### src/rtl/svm_seq_pkg.sv
// Shared types and helpers for the sequential one-vs-rest SVM classifier.
package svm_seq_pkg;

  typedef enum logic [1:0] {
    IDLE  = 2'd0,
    ACCUM = 2'd1,
    DONE  = 2'd2
  } state_t;

  function automatic int ceil_div(input int num, input int den);
    return (num + den - 1) / den;
  endfunction

  // Add two wide signed values and clamp to the signed range of 'width' bits.
  function automatic logic signed [63:0] sat_add(input logic signed [63:0] a,
                                                 input logic signed [63:0] b,
                                                 input int width);
    logic signed [63:0] s;
    logic signed [63:0] hi;
    logic signed [63:0] lo;
    logic signed [63:0] r;
    s  = a + b;
    hi = (64'sd1 <<< (width - 1)) - 64'sd1;
    lo = -(64'sd1 <<< (width - 1));
    if (s > hi) begin
      r = hi;
    end else if (s < lo) begin
      r = lo;
    end else begin
      r = s;
    end
    return r;
  endfunction

endpackage

### src/rtl/svm_mac_lanes.sv
// Combinational LANES-wide signed multiply/sum for one step of one hyperplane.
module svm_mac_lanes #(
  parameter int N_FEATURES = 11,
  parameter int LANES      = 1,
  parameter int IN_W       = 4,
  parameter int W_W        = 8,
  parameter int STEP_W     = 4,
  parameter int SUM_W      = 14
) (
  input  logic [IN_W*N_FEATURES-1:0] x_vec,
  input  logic [W_W*N_FEATURES-1:0]  w_vec,
  input  logic [STEP_W-1:0]          step,
  output logic signed [SUM_W-1:0]    sum
);

  localparam int PROD_W = W_W + IN_W + 1;

  logic [IN_W-1:0]          x_l;
  logic signed [W_W-1:0]    w_l;
  logic signed [PROD_W-1:0] prod_l;
  int                       idx;

  // Lanes that run past the last feature in the final step contribute nothing.
  always_comb begin
    sum    = '0;
    x_l    = '0;
    w_l    = '0;
    prod_l = '0;
    idx    = 0;
    for (int l = 0; l < LANES; l++) begin
      idx = int'(step) * LANES + l;
      if (idx < N_FEATURES) begin
        x_l    = x_vec[idx*IN_W +: IN_W];
        w_l    = w_vec[idx*W_W +: W_W];
        prod_l = w_l * $signed({1'b0, x_l});
        sum    = sum + SUM_W'(prod_l);
      end
    end
  end

endmodule

### src/rtl/seq_multiclass_svm.sv
// Sequential one-vs-rest linear SVM with argmax (binary sign mode when N_CLASSES=1).
// Define SVM_SATURATE_EN to saturate accumulator updates instead of wrapping.
module seq_multiclass_svm
  import svm_seq_pkg::*;
#(
  parameter int N_FEATURES = 11,
  parameter int N_CLASSES  = 6,
  parameter int LANES      = 1,
  parameter int IN_W       = 4,
  parameter int W_W        = 8,
  parameter int B_W        = 8,
  parameter int BIAS_SHIFT = 4,
  parameter int ACC_W      = 16,
  parameter int CLS_W      = (N_CLASSES > 1) ? $clog2(N_CLASSES) : 1
) (
  input  logic                              clk,
  input  logic                              rst_n,
  input  logic                              start,
  input  logic [IN_W*N_FEATURES-1:0]        inputs,
  input  logic [W_W*N_FEATURES*N_CLASSES-1:0] weights,
  input  logic [B_W*N_CLASSES-1:0]          biases,
  output logic                              busy,
  output logic                              valid,
  output logic [CLS_W-1:0]                  class_o,
  output logic [ACC_W-1:0]                  score_o
);

  localparam int STEPS  = ceil_div(N_FEATURES, LANES);
  localparam int STEP_W = (STEPS > 1) ? $clog2(STEPS) : 1;
  localparam int PROD_W = W_W + IN_W + 1;
  localparam int SUM_W  = PROD_W + $clog2(LANES) + 1;
  localparam int ROW_W  = W_W * N_FEATURES;

  state_t                    state_q, state_d;
  logic [IN_W*N_FEATURES-1:0] x_q, x_d;
  logic signed [ACC_W-1:0]   acc_q, acc_d;
  logic [CLS_W-1:0]          cls_q, cls_d;
  logic [STEP_W-1:0]         step_q, step_d;
  logic signed [ACC_W-1:0]   best_q, best_d;
  logic [CLS_W-1:0]          best_cls_q, best_cls_d;
  logic                      valid_q, valid_d;
  logic [CLS_W-1:0]          class_q, class_d;
  logic signed [ACC_W-1:0]   score_q, score_d;

  logic [ROW_W-1:0]          w_row;
  logic signed [B_W-1:0]     bias_c;
  logic signed [SUM_W-1:0]   mac_sum;
  logic signed [ACC_W-1:0]   acc_next;
  logic signed [ACC_W-1:0]   score_c;
  logic                      last_step;
  logic                      last_class;

  svm_mac_lanes #(
    .N_FEATURES (N_FEATURES),
    .LANES      (LANES),
    .IN_W       (IN_W),
    .W_W        (W_W),
    .STEP_W     (STEP_W),
    .SUM_W      (SUM_W)
  ) u_mac (
    .x_vec (x_q),
    .w_vec (w_row),
    .step  (step_q),
    .sum   (mac_sum)
  );

  // Datapath: this cycle's partial sum, plus the shifted bias on a class's last step.
  always_comb begin
    w_row  = weights[cls_q*ROW_W +: ROW_W];
    bias_c = biases[cls_q*B_W +: B_W];
`ifdef SVM_SATURATE_EN
    acc_next = ACC_W'(sat_add(64'(acc_q), 64'(mac_sum), ACC_W));
    score_c  = ACC_W'(sat_add(64'(acc_next), 64'(bias_c) <<< BIAS_SHIFT, ACC_W));
`else
    acc_next = acc_q + ACC_W'(mac_sum);
    score_c  = acc_next + (ACC_W'(bias_c) <<< BIAS_SHIFT);
`endif
    last_step  = (step_q == STEP_W'(STEPS - 1));
    last_class = (cls_q == CLS_W'(N_CLASSES - 1));
  end

  always_comb begin
    state_d    = state_q;
    x_d        = x_q;
    acc_d      = acc_q;
    cls_d      = cls_q;
    step_d     = step_q;
    best_d     = best_q;
    best_cls_d = best_cls_q;
    valid_d    = valid_q;
    class_d    = class_q;
    score_d    = score_q;
    case (state_q)
      IDLE, DONE: begin
        if (start) begin
          state_d = ACCUM;
          x_d     = inputs;
          acc_d   = '0;
          cls_d   = '0;
          step_d  = '0;
          valid_d = 1'b0;
        end
      end
      ACCUM: begin
        if (last_step) begin
          acc_d  = '0;
          step_d = '0;
          // Strict compare so that ties keep the lower class index.
          if (cls_q == '0 || score_c > best_q) begin
            best_d     = score_c;
            best_cls_d = cls_q;
          end
          if (last_class) begin
            state_d = DONE;
            valid_d = 1'b1;
            cls_d   = '0;
            score_d = best_d;
            class_d = (N_CLASSES == 1) ? CLS_W'(score_c[ACC_W-1]) : best_cls_d;
          end else begin
            cls_d = cls_q + CLS_W'(1);
          end
        end else begin
          acc_d  = acc_next;
          step_d = step_q + STEP_W'(1);
        end
      end
      default: state_d = IDLE;
    endcase
  end

  always_ff @(posedge clk or negedge rst_n) begin
    if (!rst_n) begin
      state_q    <= IDLE;
      x_q        <= '0;
      acc_q      <= '0;
      cls_q      <= '0;
      step_q     <= '0;
      best_q     <= '0;
      best_cls_q <= '0;
      valid_q    <= 1'b0;
      class_q    <= '0;
      score_q    <= '0;
    end else begin
      state_q    <= state_d;
      x_q        <= x_d;
      acc_q      <= acc_d;
      cls_q      <= cls_d;
      step_q     <= step_d;
      best_q     <= best_d;
      best_cls_q <= best_cls_d;
      valid_q    <= valid_d;
      class_q    <= class_d;
      score_q    <= score_d;
    end
  end

  assign busy    = (state_q == ACCUM);
  assign valid   = valid_q;
  assign class_o = class_q;
  assign score_o = score_q;

endmodule

### config.mk
export PLATFORM = sky130hd
export DESIGN_NAME = seq_multiclass_svm
export DESIGN_NICKNAME = d
export VERILOG_FILES = /design/src/rtl/svm_seq_pkg.sv /design/src/rtl/svm_mac_lanes.sv /design/src/rtl/seq_multiclass_svm.sv
export SDC_FILE = /design/constraint.sdc
export NUM_CORES = 1
export LEC_CHECK = 0
export ABC_AREA = 1
export BUFFER_PORTS_ARGS = -buffer_cell sky130_fd_sc_hd__buf_2
export CAP_MARGIN = 20
export CORE_AREA = 5 5 247 249
export DETAILED_ROUTE_END_ITERATION = 6
export DIE_AREA = 0 0 252 254
export PLACE_DENSITY_LB_ADDON = 0.15
export SLEW_MARGIN = 30
export SYNTH_ARGS = -nofsm -noshare
export SYNTH_HDL_FRONTEND = slang
export SYNTH_SLANG_ARGS = --single-unit
export TNS_END_PERCENT = 30
### constraint.sdc
create_clock -name clk -period 24.4 [get_ports clk]
set_input_delay 4.88 -clock clk [delete_from_list [all_inputs] [get_ports clk]]
set_output_delay 4.88 -clock clk [all_outputs]
set_load 0.005 [all_outputs]
==> flow_summary_export.csv, run 1 <==
group,metric,value,unit
timing,fin_skew,0.01542,ns
timing,hold_ws,0.4745,ns
worst_setup_path,start_kind,"primary input",
cells_and_area,nets,3192,
place,finalWeightedCongestion,0.9337,
place,hpwl,70.74,mm
global_routing,grt_overflow,0,
flow_run,cap_violations,0,
routing,route.detailed.drc,0,
synthesis,syn_area,12100,um2
routing,dr.first_iter.drc_count,1273,
synthesis,seq_area_frac_synth,0.2233,
synthesis,synth_ff_type,"dfrtp_1",
synthesis,synth-edff-count,0,
timing,max_slew.worst_pin.slew,1.026,ns
timing,slew_violations,0,
synthesis,syn_area_per_cell,6.311,um2
global_routing,grt_pass1_wl,119.6,mm
global_routing,grt_max_degree,157,
timing,final-hold-violation-count,0,
synthesis,synth_area_leaders,"nand2_1, dfrtp_1, ha_1",
worst_setup_path,cpLargestDelayFamily,"compound AO/OA/AOI/OAI gates",
routing,firstDrtPassIters,6,
worst_hold_path,hp-class,"register to register",
worst_setup_path,startpoint,"weights[299]",
synthesis,ys_top_cells_by_count,"nand2_1, inv_1, o21ai_0",
floorplanning,rows,89,
worst_setup_path,cpPeakStageDelay,0.49,ns
synthesis,yosys.area.top_type,"nand2_1",
global_routing,grt_usage,0.2557,
synthesis,yosys_warnings,0,
floorplanning,dieArea,64010,um2
cts,cts_buffer_depth,2,
timing,finalCriticalPeriod,14.68,ns
global_routing,grt_pass1_vias,16790,
timing,rsz0062_at_grt,"no",
cts,clock_sinks,108,
routing,vias_per_cell,4.915,
cts,cts_tree,"done",
cts,root_buffer,"clkbuf_16",
global_routing,use_met1,0.3269,
synthesis,synthArstFlopShare,1.000,
cts,clk_pin_slew_worst_paths,0.08,ns
routing,antenna_left,0,
worst_setup_path,r2r-start,"cls_q[0]",
global_routing,top_usage_layer,"met2",
worst_setup_path,worstPathRequired,24.62,ns
cts,numCtsBuffers,9,
synthesis,synth_seq_cells,108,
floorplanning,die_w,252,um
cts,cts_resized,0,
cells_and_area,syn_to_final_growth,35.88,%
worst_setup_path,critical_path_class,"primary input to register",
cts,cts-htree-levels,3,
cells_and_area,layout-drive-gt1-share,0.2967,
synthesis,synth_top_area_frac,0.2351,
synthesis,netlist_instances,1918,
cts,insertion_delay,0.36,ns
routing,via_count,16190,
routing,avgRoutedWirePerCell,26.07,um
worst_setup_path,slowest_stage,"a221oi_1",
cts,cts_setup_buffers,0,
timing,fmax,68.12,MHz
floorplanning,die_y,254,um
global_routing,antenna_found_initial,42,
synthesis,yosysMostFrequentCell,"nand2_1",
worst_setup_path,path_buf_inv,7,
run_status,status,"completed",
worst_setup_path,cp_max_fo,18,
timing,setup_viol_count_final,0,
floorplanning,start_util,0.2070,
cts,ctsHoldBuffers,0,
timing,slew_headroom,0.3160,
worst_setup_path,endpoint_kind,"register",
global_routing,use_met2,0.4274,
synthesis,synth.net_count,2624,
synthesis,yosysUniqueCellTypes,60,
global_routing,met3_usage,0.05701,
timing,fin_tns_setup,0,ns
worst_setup_path,critPathMostFrequentCell,"o21ai_0",
worst_hold_path,min_from,"x_q[5]",
routing,wirelength,85.86,mm
timing,period_share,0.6017,
floorplanning,core_area,58460,um2
worst_setup_path,cp.arrival,14.90,ns
floorplanning,ioPinCount,644,
place,io_buffers,643,
-- registers in the layout, indices dropped and copies added (netlist names) --
signal	cells
acc_q	16
best_cls_q	3
best_q	16
class_o	3
cls_q	3
score_o	16
state_q	2
step_q	4
valid	1
x_q	44
-- cell usage in the layout (no fill, tap or decap), drive strengths merged, types with 7 or more instances in the layout --
cell type and count:
nand2 771, buf 670, inv 172, o21ai 148, dfrtp 108, nand3 82, a21oi 74, nor2 71
ha 64, a22oi 60, nand4 57, diode 29, xor2 22, a221oi 21, fa 19, a31oi 16
a32oi 13, or2 11, o221ai 11, clkbuf 10, a211oi 9, o22ai 9, a22o 9, o211ai 8
o311ai 8, a41oi 7
-- worst min-delay path: cells and delay by family (launching register included) --
| family | cells | cell delay [ns] |
|---|---|---|
| flops | 1 | 0.35 |
| simple gates | 2 | 0.09 |
-- metrics by stage --
step	instance area, um2	instances	worst slack (ns)	util
2_1_floorplan	12100	1918	11.48	-
3_3_place_gp	16040	3248	9.581	0.2744
3_5_place_dp	16040	3248	9.504	0.2744
4_1_cts	16370	3264	9.852	0.2801
5_1_grt	16430	3287	8.944	0.2811
6_report	16450	3293	9.719	0.2813
-- routing by layer --
layer  vias to the layer above  part of all wire  wire (um)
met5                         -           0.00078         67
met4                        10             0.023       1941
met3                        91             0.075       6452
met2                       683              0.48      41160
met1                      7774              0.42      36240
li1                       7627                 -          -
-- worst paths after layout --
check                      cells after the start  slack, ns   endpoint
setup / recovery                              52       9.72  best_q[6]
hold / removal                                 2       0.47     x_q[5]
setup reg to reg                              60      12.28  best_q[6]
hold reg to reg                                2       0.47     x_q[5]
max in group asynchronous                      2      18.52    x_q[20]
min in group asynchronous                      1       4.56  step_q[3]
-- final cells by class --
| class | count | area (um2) |
|---|---|---|
| clock buffer | 10 | 239.0 |
| tap | 773 | 967.2 |
| sequential | 108 | 2706 |
| timing repair buffer | 670 | 3448 |
| multi-input combinational | 1525 | 8260 |
| clock inverter | 6 | 95.09 |
| inverter | 172 | 658.1 |
| antenna | 29 | 72.57 |
| fill | 6782 | 42020 |
-- kinds of logic after synthesis --
kind of cell | Yosys count | share of synthesized area
AND/OR/NAND/NOR | 1005 | 0.3490
XOR/XNOR | 23 | 0.01664
buffers and inverters | 285 | 0.09572
AO/OA/AOI/OAI | 414 | 0.2178
adder cells (fa/ha/maj) | 83 | 0.09758
flip-flops | 108 | 0.2233
Power of run 1 is not shown: default switching activity piles up to over one toggle a cycle in this logic, so the estimate is an artifact.
==> run 2, diff against run 1 <==
--- a/config.mk
+++ b/config.mk
@@ -5,12 +5,12 @@
 export SDC_FILE = /design/constraint.sdc
 export NUM_CORES = 1
 export LEC_CHECK = 0
-export ABC_AREA = 1
+export ABC_AREA = 0
 export BUFFER_PORTS_ARGS = -buffer_cell sky130_fd_sc_hd__buf_2
 export CAP_MARGIN = 20
-export CORE_AREA = 5 5 247 249
+export CORE_AREA = 5 5 249 251
 export DETAILED_ROUTE_END_ITERATION = 6
-export DIE_AREA = 0 0 252 254
+export DIE_AREA = 0 0 254 256
 export PLACE_DENSITY_LB_ADDON = 0.15
 export SLEW_MARGIN = 30
 export SYNTH_ARGS = -nofsm -noshare
==> constraint.sdc (replaced) <==
create_clock -name clk -period 12.6 [get_ports clk]
set_input_delay 2.52 -clock clk [delete_from_list [all_inputs] [get_ports clk]]
set_output_delay 2.52 -clock clk [all_outputs]
set_load 0.005 [all_outputs]
==> flow_summary_export.csv, run 2 <==
group,metric,value,unit
run_status,status,"completed",
place,hpwl,73.90,mm
timing,fin_tns_setup,0,ns
synthesis,synthArstFlopShare,1.000,
cells_and_area,largest_reg_flops,44,
timing,finalCriticalPeriod,11.92,ns
power_and_ir_drop,pwr-share-comb,0.835,
synthesis,syn_area,12260,um2
synthesis,yosys_warnings,0,
power_and_ir_drop,intPower,3.019,mW
timing,final-hold-violation-count,0,
power_and_ir_drop,switching_share,0.5214,
cts,cts-htree-levels,3,
worst_setup_path,reg2regPathDepth,44,
worst_setup_path,critical_path_class,"primary input to register",
timing,fmax,83.88,MHz
synthesis,synth_top_area_frac,0.2204,
cts,cts_setup_buffers,0,
worst_hold_path,min_from,"x_q[10]",
timing,max_slew.worst_pin.slew,0.9300,ns
synthesis,netlist_instances,1305,
worst_setup_path,cp.arrival,12.19,ns
global_routing,grt_usage,0.2514,
worst_setup_path,cp_max_fo,31,
place,place_ws,0.2522,ns
global_routing,grt_pass1_wl,114.5,mm
timing,rsz0062_at_grt,"no",
power_and_ir_drop,p_sw,3.290,mW
cts,clock_sinks,108,
worst_setup_path,r2r-start,"cls_q[1]",
worst_hold_path,hp-class,"register to register",
global_routing,grt_overflow,0,
synthesis,synth.net_count,2011,
synthesis,synth-edff-count,0,
cts,cts_buffer_depth,2,
floorplanning,die_w,254,um
cts,cts_tree,"done",
cells_and_area,multi_input_area,8879,um2
cells_and_area,layout.area.seq,2714,um2
routing,wirelength,84.54,mm
worst_setup_path,r2r_setup_slack,1.58,ns
routing,route.detailed.drc,0,
worst_hold_path,whs_endpoint,"x_q[10]",
routing,avgRoutedWirePerCell,31.18,um
synthesis,synth_seq_cells,108,
power_and_ir_drop,p_clk_frac,0.051,
cells_and_area,top_register,"x_q",
worst_setup_path,path_buf_inv,4,
synthesis,ys_top_cells_by_count,"nand2_1, mux4_2, dfrtp_1",
cts,root_buffer,"clkbuf_16",
routing,vias_per_cell,4.921,
worst_setup_path,cpPeakStageDelay,0.53,ns
worst_setup_path,start_kind,"primary input",
cts,insertion_delay,0.39,ns
cts,numCtsBuffers,9,
worst_setup_path,endpoint_kind,"register",
floorplanning,rows,90,
synthesis,yosysUniqueCellTypes,68,
power_and_ir_drop,p_leak,8.125,nW
synthesis,yosys.area.top_type,"dfrtp_1",
worst_setup_path,worstPathRequired,12.87,ns
floorplanning,dieArea,65020,um2
cells_and_area,utilization,0.2807,
synthesis,yosysMostFrequentCell,"nand2_1",
cells_and_area,final_common_cell,"buf_2",
floorplanning,core_area,59680,um2
power_and_ir_drop,vdd_drop_max,0.3808,mV
synthesis,seq_area_frac_synth,0.2204,
cells_and_area,syn_to_final_growth,36.61,%
global_routing,antenna_found_initial,66,
routing,firstDrtPassIters,7,
worst_setup_path,critPathMostFrequentCell,"ha_1",
floorplanning,start_util,0.2055,
routing,antenna_left,0,
routing,dr.first_iter.drc_count,856,
place,finalWeightedCongestion,0.9462,
cells_and_area,fill_cells,6681,
worst_setup_path,slowest_stage,"mux4_2",
timing,slew_headroom,0.3787,
power_and_ir_drop,cellPowerDensity,376.6,nW/um2
cts,clk_pin_slew_worst_paths,0.09,ns
floorplanning,die_y,256,um
timing,fin_skew,0.01846,ns
place,io_buffers,643,
routing,via_count,13340,
timing,setup_viol_count_final,0,
worst_setup_path,reg2reg_to,"best_q[0]",
worst_setup_path,cpLargestDelayFamily,"compound AO/OA/AOI/OAI gates",
timing,period_share,0.9462,
global_routing,grt_max_degree,70,
floorplanning,ioPinCount,644,
cells_and_area,layout-drive-gt1-share,0.4504,
power_and_ir_drop,power.share.sequential,0.114,
cells_and_area,nets,2597,
flow_run,cap_violations,0,
synthesis,syn_area_per_cell,9.398,um2
timing,setup_ws,0.6782,ns
global_routing,grt_pass1_vias,14080,
timing,slew_violations,0,
worst_hold_path,hold_path_depth,2,
cells_and_area,layout_common_cells,"buf_2, nand2_1, mux4_2",
synthesis,synth_area_leaders,"dfrtp_1, mux4_2, mux2i_1",
timing,hold_ws,0.4751,ns
power_and_ir_drop,power,6.309,mW
synthesis,synth_ff_type,"dfrtp_1",
-- run 2: how the worst max path moves through the flow --
stage	startpoint	to	slack (ns)	depth (start not counted)
CTS	weights[177]	score_o[1]	0.65	45
global route	weights[290]	score_o[1]	0.02	43
detailed placement	weights[177]	score_o[1]	0.25	45
finish	weights[280]	best_q[0]	0.68	44
global placement	weights[177]	best_q[0]	0.39	45
floorplan	weights[273]	class_o[1]	1.23	44
-- run 2: through the flow --
stage	area [um2]	std cells
detailed placement	16350	2662
CTS	16660	2678
floorplan	12260	1305
finish	16750	2711
global placement	16350	2662
global route	16710	2695
-- run 2: power by group through the flow --
stage / Sequential (mW) / Clock (mW) / Combinational [mW]
floorplan: 0.604 / 0 / 3.88
global placement: 0.726 / 0 / 5.24
detailed placement: 0.726 / 0 / 5.29
CTS: 0.719 / 0.334 / 5.32
global route: 0.744 / 0.346 / 5.85
finish: 0.718 / 0.323 / 5.27
-- run 2: worst register-to-register path, delay by kind of cell, from the launching register on --
kind            cells  cell delay, ns
flops               1            0.97
fa+ha+maj           7            2.32
buf+inv             4            0.81
simple gates       10            1.36
compound gates     14            2.72
xor+xnor            5            0.98
mux                 4            1.75
-- run 2: cells by family after synthesis --
family,count (synthesis),synth area share
flip-flops,108,0.2204
adder cells (fa/ha/maj),84,0.09712
multiplexers,246,0.3221
XOR/XNOR,36,0.02632
buffers and inverters,169,0.05805
AO/OA/AOI/OAI,275,0.1424
AND/OR/NAND/NOR,387,0.1336
-- run 2: timing repair --
item / CTS / global route
hold endpoints to repair: 0 / 0
endpoints found under the setup margin: 0 / 18
hold buffers: 0 / 0
gates resized for setup: 0 / 1
-- run 2: area by class of cell --
cell class / count / share of cell area
timing repair buffer: 672 / 0.2099
tap: 782 / 0.05840
inverter: 72 / 0.01613
antenna: 33 / 0.004929
sequential: 108 / 0.1620
clock buffer: 9 / 0.01344
multi-input combinational: 1028 / 0.5299
clock inverter: 7 / 0.005228
-- run 2: routing by layer --
metal,vias up,GRT usage,routed length [um]
met5,-,0,215
met4,34,0.06847,2704
met2,556,0.3990,38440
li1,6012,-,-
met1,6630,0.3302,35250
met3,109,0.08089,7933
Power figures use the tool's default switching activity.
